`src/rtl/instr_fetch_unit.sv`:
```
// MIPS fetch stage: owns the PC, reads imem over req/ack, holds instr for one EXEC; FETCH_PERF_CNT_EN adds retire/taken counters.
// Latency: one FETCH cycle (zero-wait ack) plus one EXEC cycle per instruction, minimum 2 cycles each.
// Backpressure: FETCH waits indefinitely for imem_ack; stall holds EXEC with pc/instr frozen.
module instr_fetch_unit #(
  parameter logic [31:0] RESET_PC = 32'h0000_0000
) (
  input  logic        clk,
  input  logic        rst,
  output logic        imem_req,
  output logic [31:0] imem_addr,
  input  logic        imem_ack,
  input  logic [31:0] imem_rdata,
  input  logic        stall,
  input  logic        PCSrc,
  input  logic        jump,
  output logic [31:0] instr,
  output logic        instr_valid,
  output logic [5:0]  OpCode,
  output logic [5:0]  Funct,
  output logic [31:0] pc_plus4
`ifdef FETCH_PERF_CNT_EN
  ,
  output logic [31:0] retired_cnt,
  output logic [31:0] taken_cnt
`endif
);

  typedef enum logic [1:0] {
    IDLE  = 2'd0,
    FETCH = 2'd1,
    EXEC  = 2'd2
  } state_t;

  state_t      state;
  state_t      state_nxt;
  logic [31:0] pc;
  logic [31:0] pc_nxt;
  logic [31:0] br_off;
  logic        load_instr;
  logic        exec_exit;

  always_ff @(posedge clk or posedge rst) begin
    if (rst) begin
      state <= IDLE;
    end else begin
      state <= state_nxt;
    end
  end

  always_comb begin
    state_nxt   = state;
    imem_req    = 1'b0;
    instr_valid = 1'b0;
    load_instr  = 1'b0;
    exec_exit   = 1'b0;
    case (state)
      IDLE: begin
        state_nxt = FETCH;
      end
      FETCH: begin
        imem_req = 1'b1;
        if (imem_ack) begin
          load_instr = 1'b1;
          state_nxt  = EXEC;
        end
      end
      EXEC: begin
        instr_valid = 1'b1;
        // branch/jump controls only matter on the cycle the instruction retires
        if (!stall) begin
          exec_exit = 1'b1;
          state_nxt = FETCH;
        end
      end
      default: begin
        state_nxt = IDLE;
      end
    endcase
  end

  assign pc_plus4  = pc + 32'd4;
  assign br_off    = {{14{instr[15]}}, instr[15:0], 2'b00};
  assign imem_addr = pc;
  assign OpCode    = instr[31:26];
  assign Funct     = instr[5:0];

  // jump wins over branch; every source keeps pc[1:0] at zero
  always_comb begin
    pc_nxt = pc_plus4;
    if (jump) begin
      pc_nxt = {pc_plus4[31:28], instr[25:0], 2'b00};
    end else if (PCSrc) begin
      pc_nxt = pc_plus4 + br_off;
    end
  end

  always_ff @(posedge clk or posedge rst) begin
    if (rst) begin
      pc <= RESET_PC;
    end else if (exec_exit) begin
      pc <= pc_nxt;
    end
  end

  always_ff @(posedge clk or posedge rst) begin
    if (rst) begin
      instr <= 32'h0000_0000;
    end else if (load_instr) begin
      instr <= imem_rdata;
    end
  end

`ifdef FETCH_PERF_CNT_EN
  // both counters saturate instead of wrapping
  always_ff @(posedge clk or posedge rst) begin
    if (rst) begin
      retired_cnt <= 32'h0000_0000;
      taken_cnt   <= 32'h0000_0000;
    end else if (exec_exit) begin
      if (retired_cnt != 32'hFFFF_FFFF) begin
        retired_cnt <= retired_cnt + 32'd1;
      end
      if ((jump || PCSrc) && (taken_cnt != 32'hFFFF_FFFF)) begin
        taken_cnt <= taken_cnt + 32'd1;
      end
    end
  end
`endif

endmodule

```
`config.mk`:
```
export PLATFORM = sky130hd
export DESIGN_NAME = instr_fetch_unit
export DESIGN_NICKNAME = d
export VERILOG_FILES = /design/src/rtl/instr_fetch_unit.sv
export SDC_FILE = /design/constraint.sdc
export NUM_CORES = 1
export LEC_CHECK = 0
export ABC_CLOCK_PERIOD_IN_PS = 5300
export CAP_MARGIN = 20
export CORE_ASPECT_RATIO = 0.5
export CORE_MARGIN = 1.5
export CORE_UTILIZATION = 30
export CTS_BUF_LIST = sky130_fd_sc_hd__clkbuf_16
export CTS_CLUSTER_DIAMETER = 200
export DETAILED_ROUTE_END_ITERATION = 6
export MAX_ROUTING_LAYER = met4
export PLACE_DENSITY = 0.59
export SETUP_SLACK_MARGIN = 0.4
export SLEW_MARGIN = 40
export SYNTH_ARGS = -nofsm -noshare
export SYNTH_HDL_FRONTEND = slang
export SYNTH_SLANG_ARGS = --single-unit
export TNS_END_PERCENT = 1
```
`constraint.sdc`:
```
create_clock -name clk -period 5.3 [get_ports clk]
set_input_delay 1.59 -clock clk [delete_from_list [all_inputs] [get_ports clk]]
set_output_delay 1.59 -clock clk [all_outputs]
set_load 0.01 [all_outputs]
```
==> impl_metrics.json <==
{
  "timing_worst_slew_pin_value_ns": 0.694,
  "cts-root-buf": "sky130_fd_sc_hd__clkbuf_16",
  "top_level_ports": 148,
  "number_of_antenna_violations_at_the_first_check_in_global_routing": 0,
  "post-route-period-util_pct": 90.8,
  "hp-class": "flop to flop",
  "yosys-top-cells-count": "sky130_fd_sc_hd__dfrtp_1, sky130_fd_sc_hd__nand2_1, sky130_fd_sc_hd__a21oi_1",
  "core_sq_mm": 0.0175,
  "fillers": 1705,
  "worst_setup_hold_path_clk_slew_ns": 0.06,
  "global_route_wire_length_before_repair_microns": 29300,
  "design.die.area_sq_mm": 0.0189,
  "crit_type": "flop to output pin",
  "dr_total_vias": 5236,
  "power.share.combinational_pct": 68.4,
  "tritoncts_num_sinks": 64,
  "worst-endpoint-arrival_ns": 3.22,
  "met3_length_microns": 1240,
  "antenna_cells": 0,
  "yosysTopAreaCell": "sky130_fd_sc_hd__dfrtp_1",
  "synth.cell_area_sq_mm": 0.00541,
  "fp.dieW_microns": 193,
  "worstSetupStartpointType": "flop",
  "final_cells": 987,
  "clockBufferDepth": 2,
  "number_of_different_library_cells_in_the_post_synthesis_netlist": 74,
  "internal-power_mw": 2.99,
  "drcViolationCount": 0,
  "synth-warning-count": 0,
  "slew-limit-headroom_pct": 53.3,
  "cell_types_occupying_the_most_area_after_synthesis": "sky130_fd_sc_hd__dfrtp_1, sky130_fd_sc_hd__ha_1, sky130_fd_sc_hd__mux2_2",
  "power.switching_mw": 2.63,
  "syn_to_final_growth_pct": 35.1,
  "max_clock_skew_ns": 0.00874,
  "setup_ws_ns": 0.486,
  "leakage_nw": 3.03,
  "p_per_area_mw_per_mm2": 770,
  "part_of_the_total_power_dissipated_in_the_clock_network_pct": 12.2,
  "most_instantiated_library_cell_after_synthesis": "sky130_fd_sc_hd__dfrtp_1",
  "effective_utilization_at_floorplan_pct": 30.9,
  "timing.max_cap.violations": 0,
  "required_ns": 3.71,
  "number_of_cts_inserted_buffers": 9,
  "worstPathMaxFanout": 8,
  "core.rowCount": 34,
  "postCtsSetupBuffers": 0,
  "setup_viol_count_final": 0,
  "dr.max_layer_used": "met4",
  "layout_net_count": 823,
  "r2r_slack_ns": 0.97,
  "vdd_ir_drop_max_v": 0.000222,
  "maximum_operating_frequency_ghz": 0.208,
  "final.setup.tns_ns": 0,
  "grt_start_max_net_pins": 41,
  "grt_setup_unrepaired": "true",
  "place_congestion": 0.901,
  "yosys_most_used_dff": "sky130_fd_sc_hd__dfrtp_1",
  "tritoncts": "yes",
  "clock_insertion_delay_worst_skew_ns": 0.34,
  "seqPwrFrac_pct": 19.4,
  "wl_met2_microns": 8330,
  "io_buffer_count": 143,
  "switching_share_pct": 46.8,
  "final_layout_size_suffix_gt1_share_pct": 9.83,
  "synth.avg_cell_area_sq_um": 8.66,
  "drt_iter0_drc": 327,
  "met1_length_microns": 8750,
  "synth_largest_type_area_fraction_pct": 29.6,
  "synth-edff-count": 0,
  "detailed_place_hpwl_microns": 14100,
  "track_usage_pct": 20.6,
  "global_route.overflow_total": 0,
  "postSynthRegisterBits": 64,
  "run_status": "finished, final reports clean",
  "final_hold_violating_endpoints": 0,
  "floorplan.die.height_microns": 97.9,
  "yosysSeqAreaShare_pct": 29.6,
  "pre_cts_ws_ns": 0.938,
  "slew_viol_final": 0,
  "async_flop_share_pct": 100,
  "routedWlPerCell_microns": 18.7,
  "via_per_inst": 5.30,
  "final_antenna_net_count": 0,
  "min_period_ns": 4.81,
  "place.detailed.instances": 971,
  "detail_route.wirelength_microns": 18500,
  "first_global_vias": 5170,
  "detailedRoute.firstPassIterationCount": 5,
  "worst_setup_ep_type": "output pin",
  "synthesis.instances": 624,
  "cts.htree.levels": 3
}
repair_timing:
action / in CTS / in global routing
hold buffers: 0 / 0
endpoints found under the setup margin: 0 / 3
resized for setup: 0 / 1
sequential cells by signal (all words and copies together) (netlist names):
register and flops:
instr 32, state 2, imem_addr 30
cells in the final DEF (no fill, tap or decap), drive strengths merged, types with 9 or more instances in the layout:
master         instances
inv                   23
and3                   9
buf                    9
a31oi                 10
xor2                  16
a21oi                 52
clkbuf                 9
mux2                  32
dfrtp                 64
nand4                 11
o21ai                 51
nand3                 23
nand2                 56
clkdlybuf4s50        143
a21o                  16
nor3                  15
ha                    36
xnor2                 33
nor2                  41
a211oi                 9
worst max-delay path, stage by stage, from the launching register on:
cell                              delay, ns
sky130_fd_sc_hd__dfrtp_1               0.43
sky130_fd_sc_hd__and3_1                0.38
sky130_fd_sc_hd__nand2_1               0.28
sky130_fd_sc_hd__nor3_1                0.53
sky130_fd_sc_hd__nand3_1               0.16
sky130_fd_sc_hd__xnor2_1               0.47
sky130_fd_sc_hd__clkdlybuf4s50_1       0.64
logic make-up (layout without fill, tap and decap cells):
family	Yosys count	count (layout)	synth area share (%)
other	1	4	0.0694
AO/OA/AOI/OAI	190	190	23.8
buffers and inverters	65	191	6.18
flip-flops	64	64	29.6
adder cells (fa/ha/maj)	37	37	8.70
AND/OR/NAND/NOR	180	180	15.9
XOR/XNOR	49	49	7.94
multiplexers	38	38	7.78
path summary, 6_finish.rpt:
path	from	to	cells after the start
setup / recovery	imem_addr[4]$_DFFE_PP0P_	pc_plus4[23]	6
setup reg to reg	imem_addr[4]$_DFFE_PP0P_	imem_addr[26]$_DFFE_PP0P_	14
hold reg to reg	state[1]$_DFFE_PP0P_	state[0]$_DFFE_PP0P_	1
hold / removal	state[1]$_DFFE_PP0P_	state[0]$_DFFE_PP0P_	1
max in group asynchronous	rst	instr[15]$_DFFE_PP0P_	3
min in group asynchronous	rst	instr[29]$_DFFE_PP0P_	2
per-stage QoR:
stage / area, sq um / hold slack (ns) / util [%] / power (mW)
detailed placement: 6960 / 0.510 / 39.8 / 4.89
finish: 7300 / 0.522 / 41.8 / 5.63
global route: 7300 / 0.551 / 41.8 / 6.03
global placement: 6960 / 0.496 / 39.8 / 4.87
floorplan: 5420 / 0.472 / - / 3.46
CTS: 7300 / 0.522 / 41.7 / 5.63
cell type report:
cell class                 count  area (sq um)  share of cell area, %
inverter                      23          86.3                   1.18
clock inverter                 7           111                   1.52
tap                          234           293                   4.01
clock buffer                   9           225                   3.08
sequential                    64          1600                   21.9
timing repair buffer         152          1500                   20.5
multi-input combinational    498          3490                   47.7
power by group through the flow:
| stage | registers [mW] | logic, mW | clock network (mW) |
|---|---|---|---|
| 3_3_place_gp | 1.08 | 3.79 | 0 |
| 6_report | 1.09 | 3.85 | 0.688 |
| 5_1_grt | 1.14 | 4.17 | 0.722 |
| 4_1_cts | 1.09 | 3.83 | 0.705 |
| 2_1_floorplan | 1.09 | 2.37 | 0 |
| 3_5_place_dp | 1.09 | 3.80 | 0 |
layer usage:
metal  vias up  global-route usage, %
li1       2529                      -
met3        12                   4.42
met1      2537                   28.1
met5         -                      -
met4         0                   4.05
met2       158                   31.2
Power figures use the tool's default switching activity.
